**src/rtl/greenhouse_pkg.sv**
```systemverilog
// greenhouse_pkg
//   Shared definitions for the greenhouse climate blocks. It holds the
//   thermostat status codes, the sequencer state encoding (whose numeric
//   values appear on the state output), the common counter width and a
//   saturating increment helper.
package greenhouse_pkg;

  // Width of every timing/error counter in the sequencer.
  localparam int CNT_W = 8;
  localparam logic [CNT_W-1:0] CNT_MAX = '1;

  // Thermostat status codes, as delivered on the 2-bit status bus.
  localparam logic [1:0] STATUS_IDLE  = 2'd0;
  localparam logic [1:0] STATUS_HEAT  = 2'd1;
  localparam logic [1:0] STATUS_COOL  = 2'd2;
  localparam logic [1:0] STATUS_ERROR = 2'd3;

  // Sequencer states. These codes are visible externally on the state port.
  typedef enum logic [2:0] {
    ST_OFF   = 3'd0,
    ST_HEAT  = 3'd1,
    ST_COOL  = 3'd2,
    ST_DEAD  = 3'd3,
    ST_FAULT = 3'd4
  } hvac_state_t;

  // Increment that sticks at the top value instead of wrapping to zero.
  function automatic logic [CNT_W-1:0] sat_inc(input logic [CNT_W-1:0] value);
    return (value == CNT_MAX) ? value : value + CNT_W'(1);
  endfunction

endpackage

```
**src/rtl/status_debounce.sv**
```systemverilog
// status_debounce
//   Filters the raw thermostat status so that a new request is accepted only
//   after the same value has been seen on DEBOUNCE consecutive ticks.
//
//   Ports:
//     clk      - system clock, rising edge
//     reset    - synchronous, active-high reset
//     tick     - one-clk sample strobe; status is sampled only on tick
//     status   - raw thermostat status
//     request  - filtered request; during a tick that completes a run it
//                already shows the newly accepted value, so the sequencer
//                can act on it in that same tick
module status_debounce
  import greenhouse_pkg::*;
#(
  parameter int DEBOUNCE = 3
) (
  input  logic       clk,
  input  logic       reset,
  input  logic       tick,
  input  logic [1:0] status,
  output logic [1:0] request
);

  localparam int RUN_W = (DEBOUNCE < 2) ? 1 : $clog2(DEBOUNCE + 1);
  localparam logic [RUN_W-1:0] RUN_TARGET = RUN_W'(DEBOUNCE);

  logic [1:0]       last_sample;
  logic [1:0]       request_q;
  logic [RUN_W-1:0] run_cnt;
  logic [RUN_W-1:0] run_next;
  logic             accept;

  // Length of the run of equal samples including the current one. A zero
  // run count (after reset) means there is no previous sample yet, so the
  // current one always starts a fresh run.
  always_comb begin
    run_next = RUN_W'(1);
    if ((run_cnt != '0) && (status == last_sample)) begin
      run_next = (run_cnt >= RUN_TARGET) ? RUN_TARGET : run_cnt + RUN_W'(1);
    end
  end

  always_comb begin
    accept  = (run_next >= RUN_TARGET);
    request = (tick && accept) ? status : request_q;
  end

  always_ff @(posedge clk) begin
    if (reset) begin
      last_sample <= STATUS_IDLE;
      run_cnt     <= '0;
      request_q   <= STATUS_IDLE;
    end else if (tick) begin
      last_sample <= status;
      run_cnt     <= run_next;
      request_q   <= request;
    end
  end

endmodule

```
**src/rtl/hvac_sequencer.sv**
```systemverilog
// hvac_sequencer
//   Sequences a heater and a cooling fan from a debounced thermostat status.
//   Enforces minimum on time, minimum off time and a dead time with both
//   actuators off between any stop and the next start, and latches a fault
//   after repeated error samples.
//
//   Ports:
//     clk        - system clock, rising edge
//     reset      - synchronous, active-high reset
//     tick       - one-clk sample strobe; sampling and timing happen on tick
//     status     - thermostat status (0 idle, 1 heat, 2 cool, 3 error)
//     enable     - system run permit
//     fault_clr  - one-clk request to leave FAULT
//     heater_on  - heater drive (registered)
//     fan_on     - cooling fan drive (registered)
//     fault      - latched fault indicator (registered)
//     state      - current state code (OFF=0 HEAT=1 COOL=2 DEAD=3 FAULT=4)
module hvac_sequencer
  import greenhouse_pkg::*;
#(
  parameter int DEBOUNCE      = 3,
  parameter int MIN_ON        = 60,
  parameter int MIN_OFF       = 60,
  parameter int DEAD_TIME     = 30,
  parameter int FAULT_CONFIRM = 3
) (
  input  logic       clk,
  input  logic       reset,
  input  logic       tick,
  input  logic [1:0] status,
  input  logic       enable,
  input  logic       fault_clr,
  output logic       heater_on,
  output logic       fan_on,
  output logic       fault,
  output logic [2:0] state
);

  localparam logic [CNT_W-1:0] MIN_ON_C        = CNT_W'(MIN_ON);
  localparam logic [CNT_W-1:0] MIN_OFF_C       = CNT_W'(MIN_OFF);
  localparam logic [CNT_W-1:0] DEAD_TIME_C     = CNT_W'(DEAD_TIME);
  localparam logic [CNT_W-1:0] FAULT_CONFIRM_C = CNT_W'(FAULT_CONFIRM);

  hvac_state_t      state_q;
  hvac_state_t      state_next;
  logic [1:0]       request;
  logic [CNT_W-1:0] on_cnt;
  logic [CNT_W-1:0] off_cnt;
  logic [CNT_W-1:0] dead_cnt;
  logic [CNT_W-1:0] err_cnt;
  logic [CNT_W-1:0] err_next;
  logic             last_err;
  logic             err_fault;
  logic             entering_run;
  logic             entering_dead;

  status_debounce #(
    .DEBOUNCE (DEBOUNCE)
  ) u_debounce (
    .clk     (clk),
    .reset   (reset),
    .tick    (tick),
    .status  (status),
    .request (request)
  );

  // Consecutive error samples including the one taken on this tick; the
  // fault decision uses this value so the fault lands on the confirming tick.
  always_comb begin
    err_next  = (status == STATUS_ERROR) ? sat_inc(err_cnt) : '0;
    err_fault = tick && (err_next >= FAULT_CONFIRM_C);
  end

  // Next-state logic. Fault entry outranks everything. Leaving FAULT is the
  // only transition not tied to tick, and it is refused while the most
  // recent raw sample was still an error.
  always_comb begin
    state_next = state_q;
    if (err_fault) begin
      state_next = ST_FAULT;
    end else if (state_q == ST_FAULT) begin
      if (fault_clr && !last_err) begin
        state_next = ST_DEAD;
      end
    end else if (tick) begin
      case (state_q)
        ST_OFF: begin
          if (enable && (off_cnt >= MIN_OFF_C)) begin
            if (request == STATUS_HEAT) begin
              state_next = ST_HEAT;
            end else if (request == STATUS_COOL) begin
              state_next = ST_COOL;
            end
          end
        end
        ST_HEAT: begin
          if (!enable || ((request != STATUS_HEAT) && (on_cnt >= MIN_ON_C))) begin
            state_next = ST_DEAD;
          end
        end
        ST_COOL: begin
          if (!enable || ((request != STATUS_COOL) && (on_cnt >= MIN_ON_C))) begin
            state_next = ST_DEAD;
          end
        end
        ST_DEAD: begin
          if (dead_cnt >= DEAD_TIME_C) begin
            state_next = ST_OFF;
          end
        end
        default: begin
          state_next = ST_OFF;
        end
      endcase
    end
  end

  always_comb begin
    entering_run  = (state_next != state_q) &&
                    ((state_next == ST_HEAT) || (state_next == ST_COOL));
    entering_dead = (state_next != state_q) && (state_next == ST_DEAD);
  end

  // Outputs are decoded from the next state and registered with it, so a
  // change decided on a tick appears on the pins one clk later and reset
  // drops the actuators immediately without visiting DEAD.
  always_ff @(posedge clk) begin
    if (reset) begin
      state_q   <= ST_OFF;
      heater_on <= 1'b0;
      fan_on    <= 1'b0;
      fault     <= 1'b0;
    end else begin
      state_q   <= state_next;
      heater_on <= (state_next == ST_HEAT);
      fan_on    <= (state_next == ST_COOL);
      fault     <= (state_next == ST_FAULT);
    end
  end

  // off_cnt starts saturated so the first start after reset waits only for
  // the debounce. It counts from DEAD entry onward, so it covers both dead
  // time and the following OFF period.
  always_ff @(posedge clk) begin
    if (reset) begin
      on_cnt   <= '0;
      off_cnt  <= CNT_MAX;
      dead_cnt <= '0;
      err_cnt  <= '0;
      last_err <= 1'b0;
    end else begin
      if (entering_run) begin
        on_cnt <= '0;
      end else if (tick) begin
        on_cnt <= sat_inc(on_cnt);
      end

      if (entering_dead) begin
        off_cnt  <= '0;
        dead_cnt <= '0;
      end else if (tick) begin
        off_cnt  <= sat_inc(off_cnt);
        dead_cnt <= sat_inc(dead_cnt);
      end

      if (tick) begin
        err_cnt  <= err_next;
        last_err <= (status == STATUS_ERROR);
      end
    end
  end

  assign state = state_q;

endmodule
```
**config.mk**
```make
export PLATFORM = sky130hd
export DESIGN_NAME = hvac_sequencer
export DESIGN_NICKNAME = d
export VERILOG_FILES = /design/src/rtl/greenhouse_pkg.sv /design/src/rtl/status_debounce.sv /design/src/rtl/hvac_sequencer.sv
export SDC_FILE = /design/constraint.sdc
export NUM_CORES = 1
export LEC_CHECK = 0
export ABC_CLOCK_PERIOD_IN_PS = 2960
export CAP_MARGIN = 30
export CORE_MARGIN = 4
export CORE_UTILIZATION = 45
export CTS_CLUSTER_DIAMETER = 100
export DETAILED_ROUTE_END_ITERATION = 10
export PLACE_DENSITY = 0.64
export SETUP_SLACK_MARGIN = 0.05
export SLEW_MARGIN = 40
export SYNTH_ARGS = -nofsm -noshare
export SYNTH_HDL_FRONTEND = slang
export SYNTH_SLANG_ARGS = --single-unit
export TNS_END_PERCENT = 1
```
**constraint.sdc**
```tcl
create_clock -name clk -period 2.96 [get_ports clk]
set_input_delay 0.592 -clock clk [delete_from_list [all_inputs] [get_ports clk]]
set_output_delay 0.592 -clock clk [all_outputs]
set_load 0.005 [all_outputs]
```
After elaboration in Yosys (flattened, before gate mapping)
Index checks and enable logic that the tools add are counted.
{"block": "totals", "register_bits": 45, "latchBits": 0, "mem_bits_rw": 0, "romBits": 0, "word_cells": 86, "n_memories": 0}
{"block": "classes", "n_addsub": 5, "mul": 0, "n_div": 0, "magnitude_cmp": 6, "n_eq_ne": 20, "n_shift": 0, "muxes": 19, "bitwise": 2, "n_reduce_logical": 22}
{"operator": "$mux 8", "n": 5}
{"operator": "$add 8x1->8 const B", "n": 4}
{"operator": "$eq 8x8->1 const B", "n": 4}
{"operator": "$mux 3", "n": 10}
{"operator": "$ge 8x6->1 const B", "n": 2}
{"operator": "$eq 3x2->1 const B", "n": 4}
{"operator": "$pmux 3 s4", "n": 1}
{"operator": "$logic_and 1x1->1", "n": 9}
{"operator": "$ge 8x2->1 const B", "n": 1}
{"operator": "$ge 8x5->1 const B", "n": 1}
{"operator": "$eq 3x1->1 const B", "n": 2}
{"operator": "$eq 3x3->1 const B", "n": 2}
{"operator": "$mux 2", "n": 3}
{"operator": "$reduce_and 2->1", "n": 3}
{"operator": "$eq 2x2->1 const B", "n": 2}
{"operator": "$ge 2x2->1 const B", "n": 2}
{"operator": "$ne 2x2->1 const B", "n": 2}
{"operator": "$reduce_bool 2->1", "n": 2}
{"operator": "$reduce_or 2->1", "n": 2}
{"operator": "$logic_not 3->1", "n": 1}
{"operator": "$logic_or 1x1->1", "n": 3}
{"operator": "$ne 3x3->1", "n": 1}
{"operator": "$add 2x1->2 const B", "n": 1}
{"operator": "$eq 2x1->1 const B", "n": 1}
{"operator": "4 further kinds", "n": 6}

Depth between registers and ports, before layout
Gate-level depths: netlist of run 1.
{"block": "logic_depth", "word_depth": 18, "ltp_mapped": 12, "depth_no_buf": 10}

Cells and area by module
A second synthesis of run 1 with hierarchy kept.
{"block": "unflattened", "hier_cells": 300, "hier_area_um2": 2623.8}
{"mod": "hvac_sequencer", "instances": 1, "cells_each": 268, "area_per_inst_um2": 2329.7}
{"mod": "status_debounce", "instances": 1, "cells_each": 32, "area_per_inst_um2": 294.0}

Worst setup path before layout of run 1
No wires, ideal clock.
{"block": "synth_timing", "path_type": "input-to-reg", "from": "in status[1]", "to": "reg off_cnt[3]", "setup_ns": 0.120, "arrival_ns": 2.449, "setup_slack_ns": 0.391, "path_stages": 11, "path_cell_list": "buf_6 > xor2_2 > or4_1 > a21bo_1 > a31oi_4 > nor2_1 > nor2_1 > and3_1 > buf_6 > buf_12 > o21bai_2"}
{"block": "synth_between", "elab_chain_cells": 18}
{"element": "start, declared", "line_no": "hvac_sequencer.sv:30", "rtl": "input logic [1:0] status,"}
{"element": "$eq 2x2->1", "line_no": "status_debounce.sv:39", "rtl": "if ((run_cnt != '0) && (status == last_sample)) begin"}
{"element": "$logic_and 1x1->1", "line_no": "status_debounce.sv:39"}
{"element": "$mux 2", "line_no": "status_debounce.sv:39"}
{"element": "$ge 2x2->1", "line_no": "status_debounce.sv:45", "rtl": "accept = (run_next >= RUN_TARGET);"}
{"element": "$logic_and 1x1->1", "line_no": "status_debounce.sv:46", "rtl": "request = (tick && accept) ? status : request_q;"}
{"element": "$mux 2", "line_no": "status_debounce.sv:46"}
{"element": "$eq 2x2->1, or another cell as far along", "line_no": "hvac_sequencer.sv:91", "rtl": "end else if (request == STATUS_COOL) begin"}
{"element": "$mux 3, or another cell as far along", "line_no": "hvac_sequencer.sv:91"}
{"element": "[2 not listed]"}
{"element": "$pmux 3 s4", "line_no": "hvac_sequencer.sv:86", "rtl": "case (state_q)"}
{"element": "$mux 3", "line_no": "hvac_sequencer.sv:85", "rtl": "end else if (tick) begin"}
{"element": "$mux 3", "line_no": "hvac_sequencer.sv:81", "rtl": "end else if (state_q == ST_FAULT) begin"}
{"element": "$mux 3 (*)", "line_no": "hvac_sequencer.sv:79", "rtl": "if (err_fault) begin"}
{"element": "$ne 3x3->1 or $eq 3x2->1 (tied branches)", "line_no": "hvac_sequencer.sv:121", "rtl": "entering_dead = (state_next != state_q) && (state_next == ST_DEAD);"}
{"element": "$logic_and 1x1->1 (*)", "line_no": "hvac_sequencer.sv:121"}
{"element": "$ne 2x2->1 (no line) or $reduce_bool 2->1 (tied branches)"}
{"element": "$reduce_and 2->1 (no line)"}
{"element": "end signal, assigned", "line_no": "hvac_sequencer.sv:162", "rtl": "off_cnt <= sat_inc(off_cnt);"}
{"element": "end, declared", "line_no": "hvac_sequencer.sv:48", "rtl": "logic [CNT_W-1:0] off_cnt;"}
Mark *: on every way between the ends. The rest lies on a longest branch, timed or not.
A chain may end at the register's enable or synchronous reset.

Worst setup path in the final report of run 1
{"block": "layout_timing", "from": "in status[0]", "to": "reg on_cnt[6]"}
{"block": "layout_between", "elab_chain_cells": 18}
{"element": "$eq 2x2->1", "line_no": "status_debounce.sv:39"}
{"element": "$logic_and 1x1->1", "line_no": "status_debounce.sv:39"}
{"element": "$mux 2", "line_no": "status_debounce.sv:39"}
{"element": "$ge 2x2->1", "line_no": "status_debounce.sv:45"}
{"element": "$logic_and 1x1->1", "line_no": "status_debounce.sv:46"}
{"element": "$mux 2", "line_no": "status_debounce.sv:46"}
{"element": "$eq 2x2->1, or another cell as far along", "line_no": "hvac_sequencer.sv:91"}
{"element": "$mux 3, or another cell as far along", "line_no": "hvac_sequencer.sv:91"}
{"element": "[2 not listed]"}
{"element": "$pmux 3 s4", "line_no": "hvac_sequencer.sv:86"}
{"element": "$mux 3", "line_no": "hvac_sequencer.sv:85"}
{"element": "$mux 3", "line_no": "hvac_sequencer.sv:81"}
{"element": "$mux 3 (*)", "line_no": "hvac_sequencer.sv:79"}
{"element": "$eq 3x1->1 or $eq 3x2->1 (tied branches)", "line_no": "hvac_sequencer.sv:120", "rtl": "((state_next == ST_HEAT) || (state_next == ST_COOL));"}
{"element": "$logic_or 1x1->1", "line_no": "hvac_sequencer.sv:120"}
{"element": "$logic_and 1x1->1 (*)", "line_no": "hvac_sequencer.sv:119", "rtl": "entering_run = (state_next != state_q) &&"}
{"element": "$reduce_or 2->1 (no line) (*)"}
{"element": "end signal, assigned", "line_no": "hvac_sequencer.sv:155", "rtl": "on_cnt <= sat_inc(on_cnt);"}
{"element": "end, declared", "line_no": "hvac_sequencer.sv:47", "rtl": "logic [CNT_W-1:0] on_cnt;"}
Marks and branches as above.

==> results.md, run 1 <==
* Required time worst endpoint at between 3000 and 4000 ps
* Pleak at 1.15 nW
* Via count at between 2k and 2.5k
* GRT Util Overall at 17.0%
* RePlAce Congestion at 0.864
* Die width at 85.8 um
* Synth unique cells at 63
* Buf+Inv Stages, Crit Path at 2
* RSZ-0062 raised after global routing: yes
* FF-to-FF Start: err_cnt[0]
* Status: finished, final reports clean
* Placed cell area at around 3000 sq um
* Clock-pin transition on the worst setup and hold timing paths at approximately 80 ps
* RR Endpoint: on_cnt[6]
* Initial Utilization at 46.3%
* WHS at 475 ps
* Total power at 1.54 mW
* Worst path max stage delay at 470 ps
* Synth Register Bits at 45
* Fin crit share at 94.3%
* Fin area at around 3100 sq um
* Clock buffer count from CTS at 5
* Initial drt markers at between 100 and 150
* Final Slew Violations at 0
* TritonRoute pass-1 iters at 4
* Setup violators final at 0
* Slew headroom at 66.5%
* HPWL Detailed at around 4100 um
* Peak supply drop at 287 uV
* Ports at 13
* Number of remaining DRC errors at 0
* Clk_lat worst skew at 300 ps
* Vias in the first global route at approximately 2.2k
* Synth Cell Area at between 2000 and 3000 sq um
* CTS root buf: clkbuf_8
* Clk sinks at 45
* Final wirelength at 5580 um
* Max_cap viols at 0
* Antenna diode count at 0
* Worst path top cell family by delay: simple AND/OR/NAND/NOR gates
* Setup TNS at 0 ps
* Cells taking the most area after synthesis: dfxtp_1 (33%), nor2_1 (6.3%), xor2_1 (3.5%), o21bai_2 (3.3%), ha_1 (3.2%)
* Seq pwr share at 47.8%
* Rows at 28
* Pin count of the biggest net entering global routing at 36
* Die H at roughly 86 um
* Crit-path cells: clkdlybuf4s50_1 -> buf_4 -> or2b_1 -> or4_1 -> a21bo_1 -> a31oi_4 -> o211ai_1 -> and3_1 -> o32a_2 -> nor3_2
* Dominant synthesized flop cell: dfxtp_1
* Switching Share at 32.0%
* Yosys top cell by area: dfxtp_1
* Critical path's slowest cell: clkdlybuf4s50_1
* WHS Path Cells at 2
* Vias per cell at 5.45
* Pwr dens at between 400 and 500 nW/um^2
* Asr flop ratio synth at 0%
* CTS tree: done
* Crit path capture type: flip-flop
* Flop2flop setup slack at about 300 ps
* Synth-to-layout area growth at 14.2%
* YS warnings at 0
* Clock share of power at 25.0%
* Final hold violations at 0
* Clk_skew at 8.02 ps
* Internal power at 1.05 mW
* Path depth of the worst reg2reg path at 8
* Crit-path max FO at 8
* Type of the worst setup path: primary input to flip-flop
* CTS H-Tree Depth at 2
* Die ar. at 7360 sq um
* Nets at 355
* Post-synth EDFFs at 0
* Drt wl/cell at ~13 um
* Share of layout cells above drive strength 1 at 16.7%
* Post-synthesis sequential area ratio at 33.1%
* Hold Crit Start: last_err
* Total grt overflow at 0
* Yosys top cell area share at between 30% and 40%
* First-pass GRT wire length at around 10000 um
* Post-CTS Repair Setup Buffers at 0
* Syn Area/Cell at 8.64 sq um
* CP Launch Type: primary input
* Worst Tran Pin Value at around 500 ps
* CTS Buffer Depth at 2
* Post-Syn Instances at around 320
* Combinational share of power at between 20% and 30%
* Syn Nets at roughly 330
* Crit path time final at about 2800 ps
* Worst Path Arrival at 3020 ps
* Antenna violations before repair at 0
* Switch Pwr at 0.492 mW
* Max Clk Rate at 358 MHz
* Post-route ant nets at 0
* Hold Crit Class: flip-flop to flip-flop
* Hold Crit Endpoint: last_err
* Buffers on Ports at 12
* Core area at 5890 sq um
how the worst max path moves through the flow:
stage          startpoint          end  depth (start not counted)
4_1_cts         status[0]    on_cnt[6]                          9
5_1_grt         status[0]  dead_cnt[6]                         10
3_3_place_gp    status[0]    on_cnt[6]                         10
3_5_place_dp    status[0]    on_cnt[6]                          9
2_1_floorplan   status[1]   off_cnt[3]                         11
6_report        status[0]    on_cnt[6]                         10
state kept, by name (all words and copies together), names as in the netlist:
signal,flops
err_cnt,8
on_cnt,8
off_cnt,8
u_debounce.last_sample,2
state,3
dead_cnt,8
u_debounce.request_q,2
u_debounce.run_cnt,2
last_err,1
fault,1
heater_on,1
fan_on,1
routing by layer:
metal  share of wire, %  vias to the layer above  global-route usage, %  wire length (um)
li1                   -                     1181                      -                 -
met1                 48                     1050                   22.1              2690
met2                 48                       27                   28.5              2660
met3                2.9                        9                   3.55               162
met4                1.3                        0                   5.04                75
met5                  0                        -                      0                 0
kinds of logic after synthesis:
group	count (synthesis)	share of synthesized area, %
AO/OA/AOI/OAI	64	19.4
XOR/XNOR	22	7.63
adder cells (fa/ha/maj)	7	3.22
buffers and inverters	28	5.79
flip-flops	45	33.1
multiplexers	7	2.57
AND/OR/NAND/NOR	142	28.3
worst min-delay path, delay by kind of cell (launching register included):
kind | cells | cell delay, ps
DFF | 1 | 310
and+or+nand+nor | 1 | 60
AOI/OAI and AO/OA | 1 | 60
per-stage QoR:
stage	worst slack [ps]	cells	utilization, %
floorplan	391	315	-
global placement	-128	409	51.2
detailed placement	-161	409	51.2
CTS	132	416	52.7
global route	25.6	416	52.8
finish	168	416	52.8
power by group through the flow:
stage	clock network [mW]	logic, mW	registers [mW]
detailed placement	0	0.421	0.751
floorplan	0	0.329	0.735
CTS	0.400	0.425	0.737
finish	0.384	0.420	0.736
global placement	0	0.413	0.749
global route	0.431	0.488	0.747
cells in the mapped netlist (4+ instances only):
master and number:
a21oi_1 14, nor2_1 46, ha_1 7, o21ai_0 6, xor2_1 11, dfxtp_1 45
mux2i_1 7, buf_2 5, xnor2_1 9, a211oi_1 10, clkbuf_1 6, nor3_1 15
nand3_1 16, buf_6 4, nand4_1 8, inv_1 10, nand2b_1 8, o21bai_2 8
nand2_1 19
what timing repair did:
action | CTS | global route
endpoints found under the hold margin | 0 | 0
hold buffers | 0 | 0
setup endpoints to repair | 0 | 21
gates resized for setup | 0 | 2
cells in the final DEF, fill, tap and decap left out, drive strengths merged, types with 8 or more instances in the layout:
master / n
a211oi: 10
a21oi: 14
buf: 24
clkdlybuf4s50: 11
dfxtp: 45
inv: 10
nand2: 19
nand2b: 8
nand3: 17
nand4: 8
nor2: 46
nor3: 19
o21bai: 8
xnor2: 9
xor2: 13
area by class of cell:
type                            instances  area, sq um
Clock buffer                            7         86.3
Multi-Input combinational cell        242         1670
Fill cell                             604         2780
Inverter                               11         41.3
Timing Repair Buffer                   36          315
Tap cell                               75         93.8
Sequential cell                        45          901
Note: power is estimated with default switching activity, not from simulation.
==> run 2, diff against run 1 <==
--- a/config.mk
+++ b/config.mk
@@ -5,7 +5,7 @@
 export SDC_FILE = /design/constraint.sdc
 export NUM_CORES = 1
 export LEC_CHECK = 0
-export ABC_CLOCK_PERIOD_IN_PS = 2960
+export ABC_AREA = 1
 export CAP_MARGIN = 30
 export CORE_MARGIN = 4
 export CORE_UTILIZATION = 45
==> run 2 against run 1 <==
  * Design area is 0.76% lower
  * Core utilization is 2.2 points higher
  * Sequential power hardly changed
  * Final cell count up 17%
  * Fmax rose by 4.3%
  * Non-clock buffer count shrank 12
  * First-iteration DRC count shrank 43%
  * Hold slack worse by 9.6 ps
  * Power is 13% higher
  * Sequential cell count unchanged
  * Die area shrank 2.2%
  * Highest routed layer unchanged
==> results.md, run 2 <==
* Commonest cells in the netlist: nand2_1 (83), inv_1 (61), nor2_1 (46)
* Worst Tran Pin Value at 469 ps
* Slew headroom at a little under 70%
* Crit-path cells: clkdlybuf4s50_1 -> buf_4 -> a21oi_4 -> nand3_4 -> nand2_1 -> nand2_1 -> nand2_1 -> nand2_1 -> nand2_1 -> nand2_1 -> nand2_1 -> nand2_1 -> nand2_1 -> nand2_1 -> nand2_2 -> nand2_4 -> nor3_4 -> buf_12 -> nand2_8 -> nand2_4 -> nor2_1
* Share of layout cells above drive strength 1 at 13.5%
* Nets at 429
* Pleak at roughly 1.4 nW
* Cells taking the most area after synthesis: dfxtp_1 (34%), nand2_1 (12%), inv_1 (8.6%), nor2_1 (6.5%), nand3_1 (6.4%)
* Crit-path max FO at 8
* Seq pwr share at a little over two fifths
* Drt wl/cell at 11.3 um
* Dominant synthesized flop cell: dfxtp_1
* CTS tree: done
* Max Clk Rate at 374 MHz
* Max_cap viols at 0
* Hold Crit Class: flip-flop to flip-flop
* Critical path's slowest cell: clkdlybuf4s50_1
* Antenna violations before repair at 0
* Most frequent cells in the layout: nand2_1 (83), inv_1 (61), nor2_1 (46), dfxtp_1 (45), nand3_1 (34)
* Post-synthesis sequential area ratio at around 34%
* TritonRoute pass-1 iters at 4
* # hold bufs at CTS at 0
* GRT Util Overall at roughly 16%
* Syn Nets at 404
* Clk_lat worst skew at 300 ps
* Post-route ant nets at 0
* Syn Area/Cell at 6.81 sq um
* CTS H-Tree Depth at 2
* Fin cells at 488
* Switching Share at about 33%
* Fin area at 3090 sq um
* Asr flop ratio synth at 0%
* CTS root buf: clkbuf_8
* Initial Utilization at 47.4%
* Final hold violations at 0
* Crit path capture type: flip-flop
* Top-count cell post-synth: nand2_1
* Antenna diode count at 0
* Clk_skew at 2.99 ps
* Final wirelength at approximately 5500 um
* Rows at 27
* Core area at 5610 sq um
* Buffers on Ports at 12
* Synth-to-layout area growth at 16.1%
* HPWL Detailed at 3930 um
* RR Endpoint: on_cnt[0]
* Yosys top cell by area: dfxtp_1
* Die ar. at 7200 sq um
* Pin count of the biggest net entering global routing at 22
* Placed cell area at around 2900 sq um
* Worst setup path startpoint: status[1]
* Clock buffer count from CTS at 5
* Combinational share of power at a little under 30%
* First-pass GRT wire length at 9270 um
* Flop2flop setup slack at 360 ps
* Die width at 84.9 um
* Synth Register Bits at between 40 and 50
* Most common cell after layout, fill and taps aside: nand2_1
* RePlAce Congestion at 0.838
* Pwr dens at 564 nW/um^2
* Most common cell on crit path: nand2_1
* FF-to-FF Start: err_cnt[0]
* Setup violators final at 0
* CP Launch Type: primary input
* Initial drt markers at 77
* Total grt overflow at 0
* Post-Syn Instances at 390
* Die H at 84.9 um
* Clock-pin transition on the worst setup and hold timing paths at 80 ps
* Switch Pwr at about 0.58 mW
* Clock share of power at 28.0%
* Ports at 13
* Total power at 1.74 mW
* Vias per cell at between 4 and 5
* Crit path time final at 2680 ps
* Crit path to: dead_cnt[7]
* Status: finished, final reports clean
* Vias in the first global route at roughly 2.1k
* Fin crit share at 90.4%
* Worst Path Arrival at roughly 2900 ps
* Via count at 2370
* Required time worst endpoint at 3160 ps
* Placed cell count at 478
* Path depth of the worst reg2reg path at 21
* Synth unique cells at 34
* Peak supply drop at 318 uV
* YS warnings at 0
* Worst path max stage delay at between 400 and 500 ps
* Final Slew Violations at 0
* Internal power at roughly 1.2 mW
* Type of the worst setup path: primary input to flip-flop
* Number of remaining DRC errors at 0
* Yosys top cell area share at 33.9%
* Post-synth EDFFs at 0
* Clk sinks at 45
* Final Util at 55.0%
* Synth Cell Area at roughly 2700 sq um
* CTS Buffer Depth at 2
* RSZ-0062 raised after global routing: no
## run 2: stage by stage
stage | hold WS, ps | worst slack (ps) | TNS [ps]
finish | 465 | 284 | 0
CTS | 471 | 288 | 0
floorplan | 445 | 715 | 0
detailed placement | 457 | -23.8 | -74.2
global route | 512 | 29.6 | 0
global placement | 456 | 4.20 | 0
## run 2: final cells by class
class | count | area, sq um
Timing Repair Buffer | 24 | 225
Inverter | 64 | 240
Clock inverter | 2 | 37.5
Fill cell | 563 | 2520
Multi-Input combinational cell | 275 | 1510
Tap cell | 72 | 90.1
Sequential cell | 45 | 901
Clock buffer | 6 | 82.6
## run 2: worst min path at each step
stage,endpoint,depth (start not counted),slack (ps),from
finish,u_debounce.run_cnt[1],2,470,u_debounce.run_cnt[1]
global route,u_debounce.run_cnt[1],2,510,u_debounce.run_cnt[1]
CTS,u_debounce.run_cnt[1],2,470,u_debounce.run_cnt[1]
detailed placement,u_debounce.run_cnt[1],2,460,u_debounce.run_cnt[1]
global placement,u_debounce.run_cnt[1],2,460,u_debounce.run_cnt[1]
floorplan,u_debounce.run_cnt[1],2,450,u_debounce.run_cnt[1]
## run 2: power groups by stage
stage / Clock [mW] / Sequential (mW) / Combinational (mW)
finish: 0.487 / 0.735 / 0.519
global route: 0.524 / 0.746 / 0.595
CTS: 0.506 / 0.735 / 0.499
detailed placement: 0 / 0.748 / 0.496
global placement: 0 / 0.747 / 0.487
floorplan: 0 / 0.735 / 0.392
## run 2: cell families after synthesis
logic type | count (synthesis) | share of synthesized area [%]
and+or+nand+nor | 209 | 38.4
buffers and inverters | 71 | 10.5
DFF | 45 | 33.9
AOI/OAI and AO/OA | 44 | 9.32
xor gates and xnor gates | 14 | 4.61
adders and majority gates | 7 | 3.30
## run 2: critical path: cells and delay by family
family / cells / cell delay (ps)
AND/OR/NAND/NOR: 17 / 1260
AO/OA/AOI/OAI: 1 / 220
buffers and inverters: 3 / 790
## run 2: routing by layer
metal / vias to the layer above / global-route usage, % / wire length, um
li1: 1275 / - / -
met1: 1056 / 20.5 / 2760
met2: 33 / 25.0 / 2440
met3: 6 / 3.98 / 217
met4: 0 / 4.75 / 74
met5: - / 0 / 0
## run 2: what timing repair did
item,CTS,global route
buffers inserted,0,1
resized for setup,0,4
setup endpoints to repair,0,9
